## config.mk

```make
export PLATFORM = sky130hd
export DESIGN_NAME = stream_packer
export DESIGN_NICKNAME = d
export VERILOG_FILES = /design/src/rtl/stream_packer.sv
export SDC_FILE = /design/constraint.sdc
export NUM_CORES = 1
export LEC_CHECK = 0
export ABC_AREA = 1
export BUFFER_PORTS_ARGS = -buffer_cell sky130_fd_sc_hd__buf_2
export CAP_MARGIN = 40
export CELL_PAD_IN_SITES_DETAIL_PLACEMENT = 0
export CELL_PAD_IN_SITES_GLOBAL_PLACEMENT = 1
export CORE_ASPECT_RATIO = 0.6
export CORE_MARGIN = 2
export CORE_UTILIZATION = 44
export CTS_CLUSTER_DIAMETER = 200
export DETAILED_ROUTE_END_ITERATION = 10
export PLACE_DENSITY_LB_ADDON = 0.1
export SLEW_MARGIN = 15
export SYNTH_ARGS = -nofsm -noshare
export SYNTH_HDL_FRONTEND = slang
export SYNTH_SLANG_ARGS = --single-unit
```

## constraint.sdc

```tcl
create_clock -name clkIn -period 4.49 [get_ports clkIn]
set_clock_uncertainty 0.05 [all_clocks]
set_input_delay 0.2245 -clock clkIn [delete_from_list [all_inputs] [get_ports clkIn]]
set_output_delay 0.2245 -clock clkIn [all_outputs]
set_load 0.03 [all_outputs]
```

## src/rtl/stream_packer.sv

```systemverilog
`timescale 1ns/1ps
// Packs RATIO consecutive IN_WIDTH words into one OUT_WIDTH beat; a last word closes a partial, zero-padded beat.
// Latency: a completing word accepted at edge k shows outValidOut=1 in cycle k+1 when the output slot is free.
// Backpressure: one beat in the output register plus one pending in the accumulator; inReadyOut drops while pending.
//
// Ports:
//   clkIn / rstNIn            clock, synchronous active-low reset
//   inDataIn/inLastIn         narrow word and end-of-packet flag
//   inValidIn/inReadyOut      input handshake (inReadyOut is a flop)
//   outDataOut/outKeepOut     packed beat, lane i at [i*IN_WIDTH +: IN_WIDTH], keep bit per lane
//   outLastOut                beat ends a packet
//   outValidOut/outReadyIn    output handshake (outValidOut is a flop)
module stream_packer #(
  parameter  int IN_WIDTH  = 32,
  parameter  int RATIO     = 4,
  localparam int OUT_WIDTH = IN_WIDTH * RATIO
) (
  input  logic                 clkIn,
  input  logic                 rstNIn,
  input  logic [IN_WIDTH-1:0]  inDataIn,
  input  logic                 inLastIn,
  input  logic                 inValidIn,
  output logic                 inReadyOut,
  output logic [OUT_WIDTH-1:0] outDataOut,
  output logic [RATIO-1:0]     outKeepOut,
  output logic                 outLastOut,
  output logic                 outValidOut,
  input  logic                 outReadyIn
);

  localparam int LANE_W = $clog2(RATIO);

  typedef struct packed {
    logic [OUT_WIDTH-1:0] data;
    logic [RATIO-1:0]     keep;
    logic                 last;
  } beatT;

  beatT              accR;       // accumulator; holds the completed beat while pendingR
  beatT              outR;       // output register
  beatT              newBeat;    // accumulator with the incoming word merged in
  logic [LANE_W-1:0] laneR;
  logic              pendingR;
  logic              inReadyR;
  logic              outValidR;

  logic accept;
  logic complete;
  logic slotFree;

  assign accept   = inValidIn & inReadyR;
  assign slotFree = ~outValidR | outReadyIn;
  assign complete = accept & (inLastIn | (laneR == LANE_W'(RATIO - 1)));

  // Lanes above the current one are still zero because the accumulator is
  // cleared every time a beat leaves it, which gives the zero padding for free.
  always_comb begin
    newBeat = accR;
    for (int i = 0; i < RATIO; i++) begin
      if (laneR == LANE_W'(i)) begin
        newBeat.data[i*IN_WIDTH +: IN_WIDTH] = inDataIn;
        newBeat.keep[i]                      = 1'b1;
      end
    end
    newBeat.last = inLastIn;
  end

  always_ff @(posedge clkIn) begin
    if (!rstNIn) begin
      accR      <= '0;
      outR      <= '0;
      laneR     <= '0;
      pendingR  <= 1'b0;
      inReadyR  <= 1'b0;
      outValidR <= 1'b0;
    end else begin
      // Drain by default; a load below overrides it, so drain and load on the
      // same edge keep outValidR high with no bubble.
      if (outValidR && outReadyIn) begin
        outValidR <= 1'b0;
      end

      if (pendingR) begin
        // No words are accepted while pending, since inReadyR is low.
        if (slotFree) begin
          outR      <= accR;
          outValidR <= 1'b1;
          accR      <= '0;
          pendingR  <= 1'b0;
          inReadyR  <= 1'b1;
        end
      end else begin
        inReadyR <= 1'b1;
        if (complete) begin
          laneR <= '0;
          if (slotFree) begin
            outR      <= newBeat;
            outValidR <= 1'b1;
            accR      <= '0;
          end else begin
            // Park the finished beat in the accumulator and stop input.
            accR     <= newBeat;
            pendingR <= 1'b1;
            inReadyR <= 1'b0;
          end
        end else if (accept) begin
          accR  <= newBeat;
          laneR <= laneR + LANE_W'(1);
        end
      end
    end
  end

  assign inReadyOut  = inReadyR;
  assign outValidOut = outValidR;
  assign outDataOut  = outR.data;
  assign outKeepOut  = outR.keep;
  assign outLastOut  = outR.last;

endmodule

```

==> summary.md, run 1 <==
| Metric | Value |
|---|---|
| Status | completed |
| Post-cts sizing count | 0 |
| Total power | about 6 mW |
| Max_slew headroom | 39.9% |
| Critical path launch point | laneR[1]$_SDFFE_PN0P_ |
| TritonCTS clock tree | yes |
| Total track usage | 27.9% |
| FF/Latch Area | 5430 sq um |
| Reg2reg start | laneR[1]$_SDFFE_PN0P_ |
| Hold wc startpoint | inValidIn |
| Vias in the first global route | between 10,000 and 15,000 |
| Drc violations | 0 |
| Seq/Total Area, Yosys | 38.1% |
| Hpwl dp | 28,700 um |
| Postcts setup bufs | 0 |
| Non-Filler Instances | 2,767 |
| Commonest non-fill, non-tap cell in the layout | nand2_1 |
| Post-Place Worst Slack | roughly 1.9 ns |
| CTS Buffer Depth | 3 |
| Startpoint Class | flip-flop |
| DRT iter0 DRCs | 1,390 |
| Most used routing layer | met2 |
| F_max | 386 MHz |
| Syn nets | between 2,000 and 2,500 |
| Most used cell, CP | nand2_1 |
| Clock slew seen by the registers of the worst setup and hold paths | 0.07 ns |
| CP Capture Type | flip-flop |
| PwrDens | 371 nW/um^2 |
| Setup TNS | 0 ns |
| Yosys reg bits | 271 |
| Met3 Track Usage GR | ~3.7% |
| Leakage | 7.89 nW |
| Fillers | 3,255 |
| RSZ-0062 raised after global routing | no |
| Finish-stage setup viols | 0 |
| Share of the synthesized area in the top cell type | between 30% and 40% |
| Worst ir drop on vdd | 306 uV |
| Std-Cell Rows | 50 |
| Final hold vios | 0 |
| Core area | 31,500 sq um |
| Crit path max fanout | 28 |
| Initial core utilization | 45.2% |
| CP delay by family, top | simple AND/OR/NAND/NOR gates |
| Top cell type by total area after synthesis | dfxtp_1 |
| Max_cap viols | 0 |
| Die X | 236 um |
| Die height | 143 um |
| Max Transition Viols Final | 0 |
| Setup WS post-layout | 1.90 ns |
| CTS Sinks | around 270 |
| Num ports | about 170 |
| # placed instances | 2,711 |
| Slowest cell on the critical path | nand2_1 |
| Drt via density | 5.28 |
| WL per Instance | ~18 um |
| Routed vias | 14,601 |
| Area after DPL | 15,100 sq um |
| Routability cong. | 0.800 |
| Initial antenna violation count | 3 |
| WP buf/inv | 1 |
| Synth Cell Area | roughly 14,000 sq um |
| Arrival @ worst endpoint | 3.04 ns |
| Library cells used by synthesis | 19 |
| CTS buffer count | 29 |
| Multi-input gate area | 7630 sq um |
| First-pass GRT wire length | 74,800 um |
| Top cells by area, synth | dfxtp_1 38%, nand2_1 19%, nor2_1 12% |
| Clock Latency Late Sink | 0.57 ns |
| HP Class | in -> reg |
| Critical path type | reg -> reg |
| Post-route ant nets | 0 |
| Post-Route WL | between 40,000 and 50,000 um |
| Congestion Overflow GR | 0 |
| Gate Count Post-Synth | 2,272 |
| Met1 Use GR | 38.2% |
| Clk root buf | clkbuf_16 |
| Synth Warn # | 0 |
| Design area | between 15,000 and 20,000 sq um |
| Worst-path cell chain | ha_2 > inv_2 > nand2_1 > nand3_4 > nand2_1 > nand2_1 > a21oi_1 |
| Synthesized area per cell | 6.27 sq um |
| Slowest Stage Delay on Critical Path | between 0.7 and 0.8 ns |
| Share of cells above drive strength 1 | 11.1% |
| Worst slew pin tran | roughly 0.90 ns |
| H-tree depth | 1 |
| Area added between synthesis and finish | 13.4% |
| Largest net degree at the start of global routing | about 170 |
| Met2 track demand over resource | 45.1% |
| Post-layout net count | ~2,400 |
| Buffers added on ports | 171 |
| Drt first pass iters | 5 |
| Tmin final | 2.59 ns |
| Most frequent cells in the layout | 704 x nand2_1, 461 x nor2_1, 270 x dfxtp_1, 174 x nand3_1, 170 x buf_2 |
| Die footprint | roughly 34,000 sq um |
| Final period util | 57.6% |
| WP data required | 4.94 ns |
-- cells in the mapped netlist --
cell type,number
clkbuf_1,51
nor2_1,461
nand3_1,175
nand3b_1,112
buf_2,76
nand2_1,704
inv_4,1
buf_4,27
ha_1,8
nand3_2,1
nand2_2,3
buf_1,11
inv_2,3
dfxtp_1,271
inv_1,89
buf_6,6
a21o_1,3
o21ai_0,114
a21oi_1,156
-- what timing repair did --
item / CTS / global route
endpoints found under the setup margin: 0 / 0
endpoints found under the hold margin: 1 / 0
hold buffers: 1 / 0
-- final timing paths --
kind / to / slack (ns) / cells past startpoint
setup / recovery: outDataOut[39]$_SDFFE_PN0P_ / 1.90 / 7
hold / removal: laneR[1]$_SDFFE_PN0P_ / 0.05 / 4
setup reg to reg: outDataOut[39]$_SDFFE_PN0P_ / 1.90 / 7
hold reg to reg: accR[0]$_SDFFE_PN0P_ / 0.43 / 2
-- through the flow --
stage | hold slack, ns | utilization (%)
after floorplan | 0.335 | -
after global placement | 0.386 | 47.4
after detailed placement | 0.408 | 47.8
after CTS | 0.0356 | 51.3
after global routing | 0.0705 | 51.3
final | 0.0482 | 51.3
-- logic make-up after synthesis --
logic type,after synthesis,share of synthesized area [%]
compound gates,273,9.64
fa+ha+maj,8,0.702
buf+inv,264,8.66
flops,271,38.1
simple gates,1456,42.9
-- worst register-to-register path, cell delays in order (launching register included) --
cell,delay [ns]
dfxtp_1,0.46
ha_2,0.25
inv_2,0.08
nand2_1,0.16
nand3_4,0.35
nand2_1,0.79
nand2_1,0.21
a21oi_1,0.17
-- sequential cells by signal, summed over array words and instances, names as in the netlist --
| name | cells |
|---|---|
| accR | 133 |
| inReadyOut | 1 |
| laneR | 2 |
| outDataOut | 128 |
| outKeepOut | 4 |
| outLastOut | 1 |
| outValidOut | 1 |
| pendingR | 1 |
-- power by group --
part / total (mW) / internal (mW) / switching, mW
combinational: 0.735 / 0.207 / 0.528
sequential: 2.53 / 2.48 / 0.0475
clock: 2.72 / 1.63 / 1.10
total: 5.99 / 4.32 / 1.67
-- metal layers --
| metal | vias to the layer above | share of wire (%) | wire length, um |
|---|---|---|---|
| li1 | 7302 | - | - |
| met5 | - | 0 | 0 |
| met1 | 6787 | 46 | 22100 |
| met3 | 82 | 6.7 | 3230 |
| met2 | 430 | 44 | 21500 |
| met4 | 0 | 3.4 | 1660 |
-- cell type report --
class | instances | share of cell area (%)
repair buffers | 195 | 7.13
inverters | 93 | 2.22
flip-flops and latches | 271 | 33.6
well taps | 416 | 3.22
diodes | 1 | 0.0155
multi-input cells | 1737 | 47.2
clock inverters | 14 | 1.35
clock buffers | 40 | 5.30
Note: power is estimated with default switching activity, not from simulation.
==> run 2, diff against run 1 <==
- CORE_UTILIZATION: 44 -> 37
- clock period: 4.49 -> 2.1 ns (I/O delays scaled with it)
==> summary.md, run 2 (synthesis results as in run 1) <==
| Metric | Value |
|---|---|
| Status | completed |
| Post-Route WL | 50,100 um |
| CTS Buffer Depth | 3 |
| Area added between synthesis and finish | 16.5% |
| Tmin final | 1.88 ns |
| Hold WS | 0.0702 ns |
| PwrDens | approximately 770 nW/um^2 |
| Non-Filler Instances | 2,888 |
| Post-layout net count | approximately 2,400 |
| Drc violations | 0 |
| CTS buffer count | 29 |
| H-tree depth | 1 |
| Max_cap viols | 0 |
| Initial antenna violation count | 8 |
| Worst-path cell chain | inv_1 > ha_2 > buf_12 > nor2_1 > o21ai_0 > nor2_1 > nor2_1 |
| Hpwl dp | 30,800 um |
| Die height | 156 um |
| Worst ir drop on vdd | ~600 uV |
| CP Capture Type | flip-flop |
| First-pass GRT wire length | 77,400 um |
| Post-route ant nets | 0 |
| Worst slew pin tran | 0.645 ns |
| Area after DPL | 15,500 sq um |
| Num ports | 172 |
| Most used cell, CP | nor2_1 |
| Crit path max fanout | 28 |
| Most frequent cells in the layout | 704 x nand2_1, 461 x nor2_1, 270 x dfxtp_1, 174 x nand3_1, 170 x buf_2 |
| Postcts setup bufs | 0 |
| Diodes inserted | 0 |
| HP Class | in -> reg |
| Arrival @ worst endpoint | approximately 2.3 ns |
| Max Transition Viols Final | 0 |
| Routability cong. | around 0.79 |
| F_max | 532 MHz |
| Slowest cell on the critical path | ha_2 |
| Vias in the first global route | 13,513 |
| Critical path type | reg -> reg |
| # placed instances | 2,834 |
| Share of cells above drive strength 1 | 12.0% |
| Buffers added on ports | 171 |
| Clock Latency Late Sink | 0.57 ns |
| Max reg flops | roughly 130 |
| WL per Instance | 17.4 um |
| Slowest Stage Delay on Critical Path | 0.40 ns |
| Die footprint | between 40,000 and 50,000 sq um |
| WP buf/inv | 2 |
| Drt first pass iters | 7 |
| Reg with most FFs | accR |
| TritonCTS clock tree | yes |
| Setup WS post-layout | 0.219 ns |
| Congestion Overflow GR | 0 |
| Setup TNS | 0 ns |
| RSZ-0062 raised after global routing | no |
| Final period util | 89.6% |
| Drt via density | 5.02 |
| Total track usage | between 20% and 30% |
| Post-layout util | 43.9% |
| CTS Sinks | 271 |
| Routed vias | around 15,000 |
| Core area | 37,800 sq um |
| CP delay by family, top | adder cells |
| Finish-stage setup viols | 0 |
| Commonest non-fill, non-tap cell in the layout | nand2_1 |
| Initial core utilization | 37.7% |
| Total power | 12.8 mW |
| WP data required | 2.56 ns |
| Clock slew seen by the registers of the worst setup and hold paths | approximately 0.07 ns |
| Final hold vios | 0 |
| Startpoint Class | flip-flop |
| Max_slew headroom | 56.9% |
| Post-Place Worst Slack | 0.141 ns |
| Design area | 16,600 sq um |
| Die X | 257 um |
| Clk root buf | clkbuf_16 |
| Largest net degree at the start of global routing | 91 |
| Leakage | 8.05 nW |
| Std-Cell Rows | 55 |
| DRT iter0 DRCs | around 1,100 |
[run 2: cell types whose count changed in the layout (fill, tap and decap cells not counted), moves of 2 or more]
cell and change:
clkinv_4 -2, clkinv_2 +3, clkbuf_8 -3, buf_16 -5, buf_4 +11, buf_12 +19, dlygate4sd3_1 +2
[run 2: worst register-to-register path: cells and delay by family, from the launching register on]
kind	cells	cell delay, ns
AO/OA/AOI/OAI	1	0.40
adder cells (fa/ha/maj)	1	0.40
buffers and inverters	2	0.38
flip-flops	1	0.34
AND/OR/NAND/NOR	3	0.26
[run 2: what timing repair did]
item	in CTS	in global routing
hold buffers	3	0
resized for setup	0	1
endpoints found under the hold margin	30	0
endpoints found under the setup margin	0	33
[run 2: final cells by class]
class,count,area [sq um]
fillers,4058,21200
multi-input cells,1737,7630
repair buffers,223,1510
clock inverters,14,206
clock buffers,37,837
flip-flops and latches,271,5430
well taps,513,642
inverters,93,355
[run 2: power by group]
group / leakage [nW] / total [mW] / switching [mW] / internal [mW]
clock: 0.509 / 5.71 / 2.29 / 3.42
combinational: 5.34 / 1.64 / 1.15 / 0.491
sequential: 2.20 / 5.41 / 0.0944 / 5.31
[run 2: per-layer routing]
layer	track usage, %	routed length (um)	vias to the layer above
li1	-	-	7361
met4	6.85	1360	0
met3	2.79	2870	68
met5	0	0	-
met1	34.0	23600	6736
met2	39.9	22300	347
[run 2: path summary, 6_finish.rpt]
kind                                 endpoint  slack (ns)  cells past startpoint                  start
hold / removal          accR[68]$_SDFFE_PN0P_        0.07                      7           inDataIn[31]
hold reg to reg          accR[3]$_SDFFE_PN0P_        0.41                      2   accR[3]$_SDFFE_PN0P_
setup / recovery  outDataOut[91]$_SDFFE_PN0P_        0.22                      7  laneR[0]$_SDFFE_PN0P_
setup reg to reg  outDataOut[91]$_SDFFE_PN0P_        0.22                      7  laneR[0]$_SDFFE_PN0P_
